`src/rtl/lsu_pkg.sv`:
```
// Shared types for the load/store unit: FSM states, RV32I funct3 codes and
// the access-size decode used by both the FSM and the alignment logic.
package lsu_pkg;

  typedef enum logic [1:0] {IDLE, REQ, WAIT, DONE} lsu_state_t;
  typedef enum logic [1:0] {SZ_B, SZ_H, SZ_W, SZ_ILL} lsu_size_t;

  localparam logic [2:0] F3_B  = 3'b000;
  localparam logic [2:0] F3_H  = 3'b001;
  localparam logic [2:0] F3_W  = 3'b010;
  localparam logic [2:0] F3_BU = 3'b100;
  localparam logic [2:0] F3_HU = 3'b101;

  // Unsigned variants exist only for loads; anything else is illegal.
  function automatic lsu_size_t decode_size(input logic we, input logic [2:0] funct3);
    lsu_size_t sz;
    sz = SZ_ILL;
    case (funct3)
      F3_B:    sz = SZ_B;
      F3_H:    sz = SZ_H;
      F3_W:    sz = SZ_W;
      F3_BU:   sz = we ? SZ_ILL : SZ_B;
      F3_HU:   sz = we ? SZ_ILL : SZ_H;
      default: sz = SZ_ILL;
    endcase
    return sz;
  endfunction

endpackage

```
`src/rtl/lsu_align.sv`:
```
// Combinational lane logic: byte enables, store replication and misalignment
// for the incoming request; lane extraction and extension for the load response.
module lsu_align
  import lsu_pkg::*;
(
  input  lsu_size_t   req_size,
  input  logic [1:0]  req_off,
  input  logic [31:0] req_wdata,
  output logic [3:0]  be,
  output logic [31:0] wdata_rep,
  output logic        misaligned,
  input  logic [2:0]  rsp_funct3,
  input  logic [1:0]  rsp_off,
  input  logic [31:0] rsp_rdata,
  output logic [31:0] load_data
);

  logic [31:0]        lane;
  logic signed [7:0]  lane_b;
  logic signed [15:0] lane_h;

  always_comb begin
    be         = '0;
    wdata_rep  = req_wdata;
    misaligned = 1'b0;
    case (req_size)
      SZ_B: begin
        be        = 4'b0001 << req_off;
        wdata_rep = {4{req_wdata[7:0]}};
      end
      SZ_H: begin
        be         = req_off[1] ? 4'b1100 : 4'b0011;
        wdata_rep  = {2{req_wdata[15:0]}};
        misaligned = req_off[0];
      end
      SZ_W: begin
        be         = 4'b1111;
        misaligned = |req_off;
      end
      default: ;
    endcase
  end

  assign lane   = rsp_rdata >> {rsp_off, 3'b000};
  assign lane_b = lane[7:0];
  assign lane_h = lane[15:0];

  always_comb begin
    load_data = lane;
    case (rsp_funct3)
      F3_B:    load_data = 32'(lane_b);
      F3_H:    load_data = 32'(lane_h);
      F3_BU:   load_data = {24'd0, lane[7:0]};
      F3_HU:   load_data = {16'd0, lane[15:0]};
      default: load_data = lane;
    endcase
  end

endmodule

```
`src/rtl/load_store_unit.sv`:
```
// RV32I data-memory access stage: request/grant/response port driver with
// alignment and size checks, bus timeout and stall signalling.
module load_store_unit
  import lsu_pkg::*;
#(
  parameter int unsigned MAX_WAIT = 255
) (
  input  logic        i_clk,
  input  logic        i_rst_n,
  input  logic        i_lsu_req_valid,
  output logic        o_lsu_req_ready,
  input  logic        i_lsu_we,
  input  logic [2:0]  i_lsu_funct3,
  input  logic [31:0] i_lsu_addr,
  input  logic [31:0] i_lsu_wdata,
  output logic [31:0] o_lsu_rdata,
  output logic        o_lsu_done,
  output logic        o_lsu_misaligned,
  output logic        o_lsu_err,
  output logic        o_lsu_busy,
  output logic        o_dmem_req,
  input  logic        i_dmem_gnt,
  output logic        o_dmem_we,
  output logic [31:0] o_dmem_addr,
  output logic [3:0]  o_dmem_be,
  output logic [31:0] o_dmem_wdata,
  input  logic        i_dmem_rvalid,
  input  logic [31:0] i_dmem_rdata
);

  localparam int CNT_W = $clog2(MAX_WAIT + 1);

  lsu_state_t       state, state_nxt;
  logic [CNT_W-1:0] cnt;
  logic [2:0]       funct3_q;
  logic [1:0]       off_q;
  lsu_size_t        req_size;
  logic [3:0]       be_c;
  logic [31:0]      wdata_c;
  logic [31:0]      load_c;
  logic             mis_c;
  logic             accept;
  logic             rsp_ok;
  logic             timeout;

  assign req_size = decode_size(i_lsu_we, i_lsu_funct3);

  lsu_align u_align (
    .req_size   (req_size),
    .req_off    (i_lsu_addr[1:0]),
    .req_wdata  (i_lsu_wdata),
    .be         (be_c),
    .wdata_rep  (wdata_c),
    .misaligned (mis_c),
    .rsp_funct3 (funct3_q),
    .rsp_off    (off_q),
    .rsp_rdata  (i_dmem_rdata),
    .load_data  (load_c)
  );

  assign o_lsu_req_ready = (state == IDLE);
  assign o_lsu_busy      = (state != IDLE);
  assign accept          = i_lsu_req_valid && (state == IDLE);
  assign rsp_ok          = (state == WAIT) && i_dmem_rvalid;
  // A response arriving in the last allowed cycle still wins over the timeout.
  assign timeout = ((state == REQ) || (state == WAIT)) && !rsp_ok &&
                   (cnt == CNT_W'(MAX_WAIT - 1));

  always_comb begin
    state_nxt = state;
    case (state)
      IDLE: if (accept) state_nxt = ((req_size == SZ_ILL) || mis_c) ? DONE : REQ;
      REQ:  if (timeout) state_nxt = DONE;
            else if (i_dmem_gnt) state_nxt = WAIT;
      WAIT: if (rsp_ok || timeout) state_nxt = DONE;
      DONE: state_nxt = IDLE;
      default: state_nxt = IDLE;
    endcase
  end

  always_ff @(posedge i_clk) begin
    if (!i_rst_n) begin
      state            <= IDLE;
      cnt              <= '0;
      funct3_q         <= '0;
      off_q            <= '0;
      o_lsu_rdata      <= '0;
      o_lsu_done       <= 1'b0;
      o_lsu_misaligned <= 1'b0;
      o_lsu_err        <= 1'b0;
      o_dmem_req       <= 1'b0;
      o_dmem_we        <= 1'b0;
      o_dmem_addr      <= '0;
      o_dmem_be        <= '0;
      o_dmem_wdata     <= '0;
    end else begin
      state            <= state_nxt;
      o_lsu_done       <= (state_nxt == DONE);
      o_lsu_err        <= (accept && (req_size == SZ_ILL)) || timeout;
      o_lsu_misaligned <= accept && (req_size != SZ_ILL) && mis_c;
      o_dmem_req       <= (state_nxt == REQ);
      if (accept) begin
        cnt      <= '0;
        funct3_q <= i_lsu_funct3;
        off_q    <= i_lsu_addr[1:0];
      end else if ((state == REQ) || (state == WAIT)) begin
        cnt <= cnt + CNT_W'(1);
      end
      if (accept && (state_nxt == REQ)) begin
        o_dmem_we    <= i_lsu_we;
        o_dmem_addr  <= {i_lsu_addr[31:2], 2'b00};
        o_dmem_be    <= be_c;
        o_dmem_wdata <= wdata_c;
      end
      if (state_nxt == DONE) o_lsu_rdata <= (rsp_ok && !o_dmem_we) ? load_c : '0;
    end
  end

endmodule

```
`config.mk`:
```
export PLATFORM = sky130hd
export DESIGN_NAME = load_store_unit
export DESIGN_NICKNAME = d
export VERILOG_FILES = /design/src/rtl/lsu_pkg.sv /design/src/rtl/lsu_align.sv /design/src/rtl/load_store_unit.sv
export SDC_FILE = /design/constraint.sdc
export NUM_CORES = 1
export LEC_CHECK = 0
export BUFFER_PORTS_ARGS = -buffer_cell sky130_fd_sc_hd__buf_2
export CAP_MARGIN = 10
export CORE_MARGIN = 2
export CORE_UTILIZATION = 25
export CTS_CLUSTER_DIAMETER = 80
export DETAILED_ROUTE_END_ITERATION = 12
export GPL_ROUTABILITY_DRIVEN = 0
export GPL_TIMING_DRIVEN = 0
export MAX_ROUTING_LAYER = met4
export PLACE_DENSITY = 0.51
export SYNTH_ARGS = -nofsm -noshare
export SYNTH_HDL_FRONTEND = slang
export SYNTH_SLANG_ARGS = --single-unit
export TNS_END_PERCENT = 50
```
`constraint.sdc`:
```
create_clock -name i_clk -period 2.9 [get_ports i_clk]
set_input_delay 0.145 -clock i_clk [delete_from_list [all_inputs] [get_ports i_clk]]
set_output_delay 0.145 -clock i_clk [all_outputs]
set_load 0.03 [all_outputs]
```
# Word-level counts from Yosys, hierarchy flattened
# Index checks and enable logic that the tools add are counted.
# totals
register_bits	118
in_bits	105
word_cells	71
# op_classes
add_sub_neg	1
eq_ne	17
shifts	2
mux	15
bitwise	1
reduce_logical	22
# ops
op	count
$pmux W32 S4	1
$pmux W32 S2	1
$mux W32	1
$shr A32 B5 Y32	1
$mux W2	7
$eq A3 B3 Y1 const B	4
$pmux W4 S3	1
$eq A2 B2 Y1 const B	5
$pmux W2 S5	1
$logic_and A1 B1 Y1	9
$add A8 B1 Y8 const B	1
$eq A8 B8 Y1 const B	1
$pmux W2 S4	1
$eq A2 B1 Y1 const B	3
$eq A3 B1 Y1 const B	2
$logic_not A3 Y1	2
$logic_not A2 Y1	2
$logic_or A1 B1 Y1	4
$mux W4	1
$reduce_or A2 Y1	2
$shl A1 B2 Y4 const A	1
$eq A3 B2 Y1 const B	1
$logic_not A1 Y1	2
$ne A2 B2 Y1 const B	1
3 further kinds	3

# Logic depth before layout (Yosys ltp)
# Gate-level depths: netlist (run 1).
# logic_depth
ltp_word	10
depth_mapped	11
ltp_nobuf	9

# By module
# A second synthesis (run 1) with hierarchy kept.
# hier_totals
cells_unflattened	663
hier_area_um2	5486.5
# modules_own_cells
mod	n_inst	cells_per_inst	area_each_um2
load_store_unit	1	480	4276.6
lsu_align	1	183	1209.9

# Least setup slack after synthesis (run 1)
# No wires, ideal clock.
# synth_path
kind	reg2reg
startpoint	reg state[0]
endpoint	reg o_lsu_rdata[10]
setup_time_ps	119
t_arrival_ps	2017
required_time_ps	2781
path_slack_ps	764
stages_incl_launch_ff	10
period_less_slack_ps	2136
cell_sequence	dfxtp_1 inv_1 ha_1 inv_1 or3_1 o31a_1 buf_2 buf_2 nand4_1 o21ai_1
# synth_via
elab_cells_between_ends	19
cone_classes	eq/ne: 4; mux: 6; reduce/logical: 9
# synth_rtl
item	line_no	rtl
start: declaration	load_store_unit.sv:33	lsu_state_t state, state_nxt;
start signal: assignment	load_store_unit.sv:97	state <= state_nxt;
$logic_not A2 Y1 *	n/a	
via o_lsu_req_ready	load_store_unit.sv:11	output logic o_lsu_req_ready,
$logic_and A1 B1 Y1	load_store_unit.sv:63	assign accept = i_lsu_req_valid && (state == IDLE);
$mux W2	load_store_unit.sv:72	IDLE: if (accept) state_nxt = ((req_size == SZ_ILL) || mis_c) ? DONE : REQ;
$pmux W2 S4 *	load_store_unit.sv:71	case (state)
$eq A2 B2 Y1 *	load_store_unit.sv:115	if (state_nxt == DONE) o_lsu_rdata <= (rsp_ok && !o_dmem_we) ? load_c : '0;
end signal: assignment	load_store_unit.sv:115	
end: declaration	load_store_unit.sv:16	output logic [31:0] o_lsu_rdata,
# The timed path passes the listed nets; every way through them passes the cells marked *.
# A chain may end at the register's enable or synchronous reset.

# Worst setup path after layout (run 1)
# layout_path
startpoint	reg state[1]
endpoint	reg o_lsu_rdata[9]
# layout_via
elab_chain_len	9
elab_cells_between_ends	19
cone_classes	eq/ne: 4; mux: 6; reduce/logical: 9
# layout_rtl
item	line_no	rtl
$eq A2 B2 Y1	load_store_unit.sv:64, load_store_unit.sv:66, load_store_unit.sv:71	
$logic_and A1 B1 Y1	load_store_unit.sv:64	assign rsp_ok = (state == WAIT) && i_dmem_rvalid;
$logic_not A1 Y1	load_store_unit.sv:66	assign timeout = ((state == REQ) || (state == WAIT)) && !rsp_ok &&
$logic_and A1 B1 Y1 (2 in a row)	load_store_unit.sv:66	
$logic_or A1 B1 Y1	load_store_unit.sv:75	WAIT: if (rsp_ok || timeout) state_nxt = DONE;
$mux W2	load_store_unit.sv:75	
$pmux W2 S4	load_store_unit.sv:71	
$eq A2 B2 Y1	load_store_unit.sv:115	
# Parallel ways exist; a longest one is shown, timed or not.

==> results of run 1 <==
[cell families (layout without fill, tap and decap cells)]
kind of cell,count (synthesis),count (layout),synth area share [%]
muxes,22,22,4.186
adders and majority gates,10,10,2.227
DFF,118,118,42.04
AOI/OAI and AO/OA,194,194,24.85
buffers and inverters,65,335,4.876
xor gates and xnor gates,6,6,0.9354
and+or+nand+nor,244,244,20.82
other,1,2,0.06674
[timing repair]
action	CTS	global route
gates resized for setup	0	0
hold buffers	30	0
hold endpoints to repair	30	0
[registers in the layout, indices dropped and copies added, names as in the netlist, 2 cells and up]
name / count
cnt: 8
funct3_q: 3
o_dmem_addr: 30
o_dmem_be: 4
o_dmem_wdata: 32
o_lsu_rdata: 32
off_q: 2
state: 2
[worst max-delay path by stage]
stage,start,to,slack [ns],cells past startpoint
6_report,state[1],o_lsu_rdata[9],0.34,9
5_1_grt,state[0],o_lsu_rdata[9],0.10,9
4_1_cts,state[1],o_lsu_rdata[9],0.35,9
3_5_place_dp,i_lsu_we,o_dmem_wdata[23],0.02,11
3_3_place_gp,i_lsu_we,o_dmem_wdata[23],0.07,11
2_1_floorplan,state[0],o_lsu_rdata[10],0.76,9
[worst min-delay path: cells and delay by family]
kind	cells	cell delay (ns)
simple gates	1	0.06
compound gates	1	0.06
buf+inv	1	0.12
[power breakdown]
group          internal, W  switching (W)
Combinational     0.000777        0.00169
Sequential         0.00186       0.000131
Clock              0.00137       0.000781
Total              0.00401        0.00260
[Yosys cell counts, drive strengths merged, types with 16 or more instances]
cell type,count
nand3,20
nor2,16
clkbuf,35
o211a,24
a21boi,45
o21ai,44
dfxtp,118
buf,19
a21oi,28
mux2i,19
nand2,153
nand4,20
[through the flow]
step / total power, W / worst slack [ns]
after floorplan: 0.003688 / 0.7636
final: 0.006608 / 0.3449
after global routing: 0.006992 / 0.1015
after detailed placement: 0.004455 / 0.02271
after global placement: 0.004453 / 0.07186
after CTS: 0.006676 / 0.3460
[metal layers]
metal | vias up | wire length (um) | track usage, %
met4 | 0 | 365 | 5.563
met5 | - | 0 | -
met1 | 2704 | 9501 | 22.14
met3 | 25 | 1478 | 5.073
li1 | 2848 | - | -
met2 | 214 | 9047 | 26.53
[layout make-up]
type | instances | area (sq um)
fillers | 2338 | 14040
multi-input cells | 478 | 2987
flip-flops and latches | 118 | 2362
repair buffers | 238 | 1341
clock buffers | 20 | 446.7
well taps | 280 | 350.3
plain buffers | 54 | 232.7
clock inverters | 12 | 152.6
inverters | 11 | 41.29
==> results.md, run 1 <==
* Maximum frequency from static timing analysis at 391.4 MHz
* Hold-critical path depth at 3
* Worst min path class: in2reg
* Number of diodes added for antenna fixing at 0
* Port Buf Inserts at 208
* Smallest hold slack at ~0.026 ns
* Req. time, crit path at 3.19 ns
* Number of library cell types mapped by synthesis at 56
* Num Clock Sinks at 118
* Top Family by Delay on Critical Path: simple AND/OR/NAND/NOR gates
* Clock-pin slew on the worst setup and hold paths at approximately 0.060 ns
* Top FF cell, synth: sky130_fd_sc_hd__dfxtp_1
* Kind of launch point of the worst setup path: flip-flop
* Flip-flop and latch count after synthesis at 118
* Arrival time reported for the critical path endpoint at 2.84 ns
* Time the final worst path needs with I/O delays and setup at 2.555 ns
* Clock tree root driver cell: sky130_fd_sc_hd__clkbuf_16
* DP HPWL at about 15000 um
* Most common cell after layout, fill and taps aside: sky130_fd_sc_hd__buf_2
* Source of the worst hold timing path: i_lsu_wdata[7]
* Maxcap violations at 0
* Leakage at about 3.7 nW
* Number of flops mapped to enable cells by yosys at 0
* Core ar. at 0.02196 sq mm
* Global-route wire length before repair at 31360 um
* Hold violation total from the final report at 0
* R2R cell count at 9
* Final cell area excluding filler cells at 0.007914 sq mm
* Non-filler cells in the finished layout at 1211
* Worst Setup Path Type: reg2reg
* Critical Path, Cell by Cell: inv_1 -> ha_1 -> buf_2 -> nand4_2 -> nor4b_4 -> o21ai_2 -> nor2_1 -> buf_2 -> o21ai_1
* Maximum number of buffers from clock root to sink at 2
* Portion of the clock cycle consumed by the worst path in the final layout at between 80% and 90%
* Inserted Clock Buffers at 17
* Max Transition Viols Final at 0
* Fraction of final layout cells sized beyond drive strength 1 at 28.89%
* Endpoint kind of the worst setup timing path: flip-flop
* Count of final setup violators at 0
* Count of unresolved DRC violations after routing at 0
* DRT Wirelength at 20390 um
* # IOs at approximately 210
* Grt total ovfl at 0
* Routed WL per cell at about 17 um
* Routed vias at 5791
* Largest area contributor in the synthesized netlist: sky130_fd_sc_hd__dfxtp_1
* Total GRT Usage at 17.38%
* Maximum number of pins on one net before global-route repair at 17
* Number of rows created at floorplan at 54
* Syn_area_per_cell at 8.514 sq um
* Average via count per standard cell at approximately 4.8
* Critical-path cell with the highest stage delay: sky130_fd_sc_hd__nor2_1
* CTS HTree Levels at 4
* Number of buffers and inverters on the critical path at 3
* Commonest non-fill, non-tap cells in the layout: sky130_fd_sc_hd__buf_2, sky130_fd_sc_hd__nand2_1, sky130_fd_sc_hd__dfxtp_1
* Setup slack of the most critical reg-to-reg path at 0.34 ns
* Width of the die at between 150 and 200 um
* Final worst clock skew at 0.006552 ns
* Worst supply voltage drop on vdd at 0.0003341 V
* Cell seen most often among critical-path stages: sky130_fd_sc_hd__buf_2
* Cell types with the largest area share after synthesis: sky130_fd_sc_hd__dfxtp_1, sky130_fd_sc_hd__nand2_1, sky130_fd_sc_hd__a21boi_0, sky130_fd_sc_hd__o211a_1, sky130_fd_sc_hd__mux2i_1
* Worst-skew pair later-pin latency at 0.41 ns
* Initial core utilization at 25.59%
* Cells after Synth at 660
* Status: finished clean
* Setup repair after global routing missed its margin: false
* Post-DRT Antenna Nets at 0
* Slew at the pin closest to its max-slew limit at 0.5956 ns
* Fraction of registers with async set/reset at 0%
* Maximum single-stage delay on the critical path at 0.42 ns
* Share of synthesized area occupied by flip-flops and latches at 42.04%
* Summed negative setup slack over all endpoints at 0 ns
* Post-Place Cells at 1149
* Hold Crit Endpoint: o_dmem_wdata[7]
* Reg2Reg Launch Point: state[1]
* Biggest fanout along the worst timing path at 10
* Synth warn at 0
* Max-Slew Margin vs Limit at 60.30%
* Number of global-route vias before repair at 5626
* Mapped cell area at 0.005619 sq mm
* Area overhead of the layout relative to synthesis at 40.84%
* Top-area cell type share of the netlist area at 42.04%
* Setup repair bufs after CTS at 0
* Power density over the cells at 835.0 mW/mm^2
* Height of the die at between 150 and 200 um
* Number of antenna violations at the first check in global routing at 0
* Total die area at 0.02369 sq mm
* Cell Area, Placed at 0.007014 sq mm
* Post-Route Utilization at approximately 36%
* First-pass iteration count of the detailed router at 4
* Final net count at 1033
* Number of DRC markers in iteration 0 at 295
* Worst R2R End: o_lsu_rdata[9]
* Clock tree from TritonCTS: built
No activity file was read; power rests on OpenSTA's default activity.
==> inputs of run 2 (changes only) <==
--- a/config.mk
+++ b/config.mk
@@ -7,6 +7,7 @@
 export LEC_CHECK = 0
 export BUFFER_PORTS_ARGS = -buffer_cell sky130_fd_sc_hd__buf_2
 export CAP_MARGIN = 10
+export CORE_ASPECT_RATIO = 1.25
 export CORE_MARGIN = 2
 export CORE_UTILIZATION = 25
 export CTS_CLUSTER_DIAMETER = 80
==> constraint.sdc (replaced) <==
create_clock -name i_clk -period 3.1 [get_ports i_clk]
set_input_delay 0.155 -clock i_clk [delete_from_list [all_inputs] [get_ports i_clk]]
set_output_delay 0.155 -clock i_clk [all_outputs]
set_load 0.03 [all_outputs]
==> run 2 against run 1 <==
Critical path depth stayed put. Die area about the same. Combinational power is 7% lower. Sequential share of layout area is 0.18 points higher. Cell count up 0.33%. Count of clock-buffer cells in the layout is 1 higher. Largest power group unchanged. Highest routed layer unchanged.
==> results.md, run 2 (same netlist as run 1, synthesis figures left out) <==
* Met2 demand-to-capacity share in global routing at 27.57% (+1.0 points)
* Status: finished clean
* CTS HTree Levels at 4 (unchanged)
* Final worst clock skew at 0.005828 ns (-0.0007241 ns)
* Final net count at 1033 (unchanged)
* Biggest fanout along the worst timing path at 10 (unchanged)
* Hold violation total from the final report at 0 (unchanged)
* Portion of the clock cycle consumed by the worst path in the final layout at 81.84% (-6.3 points)
* Smallest hold slack at 0.01614 ns (-0.009652 ns)
* First-pass iteration count of the detailed router at 4 (unchanged)
* Setup repair after global routing missed its margin: false
* Arrival time reported for the critical path endpoint at 2.83 ns (about the same)
* Core ar. at 0.02213 sq mm (+0.80%)
* Width of the die at 138.1 um (-10%)
* Time the final worst path needs with I/O delays and setup at 2.537 ns (-0.01804 ns)
* Busiest grt layer: met2
* Clock tree from TritonCTS: built
* Height of the die at 171.6 um (+11%)
* Num Clock Sinks at 118 (unchanged)
* Final cell area excluding filler cells at 0.007866 sq mm (-0.60%)
* Global-route wire length before repair at 30770 um (-1.9%)
* Number of DRC markers in iteration 0 at 277 (-6.1%)
* Grt total ovfl at 0 (unchanged)
* # IOs at 212 (unchanged)
* Number of global-route vias before repair at 5669 (+0.76%)
* Fraction of final layout cells sized beyond drive strength 1 at 28.74% (-0.15 points)
* Summed negative setup slack over all endpoints at 0 ns (unchanged)
* DRT Wirelength at 19720 um (-3.3%)
* Port Buf Inserts at 208 (unchanged)
* Post-DRT Antenna Nets at 0 (unchanged)
* Non-filler cells in the finished layout at 1215 (+0.33%)
* Top Registers: o_dmem_wdata x32, o_lsu_rdata x32, o_dmem_addr x30
* Worst Setup Path Type: reg2reg
* Maximum number of pins on one net before global-route repair at 17 (unchanged)
* Worst supply voltage drop on vdd at 0.0003904 V (+17%)
* Critical path launch point: state[0]
* Req. time, crit path at 3.39 ns (+0.20 ns)
* Number of gates given a new drive strength after cts at 0 (unchanged)
* Power density over the cells at 759.9 mW/mm^2 (-9.0%)
* Inserted Clock Buffers at 17 (unchanged)
* DP HPWL at 15060 um (-0.56%)
* Cell Area, Placed at 0.007018 sq mm (about the same)
* Post-Place Cells at 1152 (+0.26%)
* Maximum frequency from static timing analysis at 394.2 MHz (+0.71%)
* Reg2Reg Launch Point: state[0]
* Commonest non-fill, non-tap cells in the layout: sky130_fd_sc_hd__buf_2, sky130_fd_sc_hd__nand2_1, sky130_fd_sc_hd__dfxtp_1
* Leakage at 3.656 nW (-0.70%)
* Max Transition Viols Final at 0 (unchanged)
* Routed vias at 5761 (-0.52%)
* Setup repair bufs after CTS at 0 (unchanged)
* Worst-skew pair later-pin latency at 0.41 ns (about the same)
* Max-Slew Margin vs Limit at 60.18% (-0.11 points)
* Number of rows created at floorplan at 61 (+13%)
* Most common cell after layout, fill and taps aside: sky130_fd_sc_hd__buf_2
* Maximum number of buffers from clock root to sink at 2 (unchanged)
* Average via count per standard cell at 4.742 (-0.85%)
* Kind of launch point of the worst setup path: flip-flop
* Total die area at 0.02370 sq mm (about the same)
* Clock-pin slew on the worst setup and hold paths at 0.06 ns (about the same)
* Initial core utilization at 25.39% (-0.20 points)
* Routed WL per cell at 16.23 um (-3.6%)
* Count of final setup violators at 0 (unchanged)
* Source of the worst hold timing path: i_lsu_wdata[7]
* Post-Route Utilization at 35.54% (-0.50 points)
* Endpoint kind of the worst setup timing path: flip-flop
* Maxcap violations at 0 (unchanged)
* Worst min path class: in2reg
* GRT met1 Usage at 20.03% (-2.1 points)
* Area overhead of the layout relative to synthesis at 39.99%
* Setup slack of the most critical reg-to-reg path at 0.56 ns (+0.22 ns)
* Total GRT Usage at 16.89% (-0.49 points)
* Clock tree root driver cell: sky130_fd_sc_hd__clkbuf_16
* Count of hold-fix buffers inserted at cts at 30 (unchanged)
* Slew at the pin closest to its max-slew limit at 0.5972 ns (+0.001673 ns)
* M3 GR Usage at 4.761% (-0.31 points)
* Count of unresolved DRC violations after routing at 0 (unchanged)
* Number of antenna violations at the first check in global routing at 3 (+3)
[run 2: cell count changes in the layout (fill, tap and decap cells not counted)]
cell / before / now
sky130_fd_sc_hd__diode_2: 0 / 3
sky130_fd_sc_hd__clkinv_4: 1 / 0
sky130_fd_sc_hd__clkbuf_8: 1 / 2
sky130_fd_sc_hd__bufinv_16: 3 / 1
sky130_fd_sc_hd__inv_6: 1 / 0
sky130_fd_sc_hd__clkinv_2: 3 / 4
[run 2: path summary, 6_finish.rpt]
check,end,depth (start not counted)
min reg2reg,o_lsu_rdata[12],2
max reg2reg,o_lsu_rdata[7],9
min,o_dmem_wdata[7],3
max,o_lsu_rdata[7],9
[run 2: cell type report]
| cell class | count | area (sq um) |
|---|---|---|
| Fill cell | 2382 | 14270 |
| Antenna cell | 3 | 7.507 |
| Tap cell | 283 | 354.1 |
| Multi-Input combinational cell | 478 | 2987 |
| Clock buffer | 21 | 460.4 |
| Sequential cell | 118 | 2362 |
| Timing Repair Buffer | 238 | 1341 |
| Inverter | 11 | 41.29 |
| Clock inverter | 9 | 80.08 |
| Buffer | 54 | 232.7 |
[run 2: per-layer routing]
| layer | vias up | wire, um |
|---|---|---|
| met5 | - | 0 |
| met4 | 0 | 454 |
| met3 | 33 | 1311 |
| met2 | 203 | 9536 |
| met1 | 2674 | 8418 |
| li1 | 2851 | - |
[run 2: worst max-delay path: stages, from the launching register on]
cell	delay (ns)
sky130_fd_sc_hd__dfxtp_1	0.39
sky130_fd_sc_hd__inv_1	0.08
sky130_fd_sc_hd__ha_1	0.27
sky130_fd_sc_hd__buf_2	0.19
sky130_fd_sc_hd__nand4_2	0.20
sky130_fd_sc_hd__nor4b_4	0.29
sky130_fd_sc_hd__o21ai_2	0.14
sky130_fd_sc_hd__nor2_1	0.43
sky130_fd_sc_hd__buf_2	0.32
sky130_fd_sc_hd__o21ai_1	0.10
[run 2: stage by stage]
stage                     worst slack [ns]  power [W]
final                               0.5629   0.005977
after global routing                0.2735   0.006354
after CTS                           0.5572   0.006047
after detailed placement            0.3213   0.004169
after global placement              0.3293   0.004165
after floorplan                     0.9636   0.003450
[run 2: where the power goes]
group          switching (W)  internal [W]
clock network       0.000693       0.00113
registers           0.000117       0.00174
logic                0.00158      0.000726
total                0.00239       0.00359
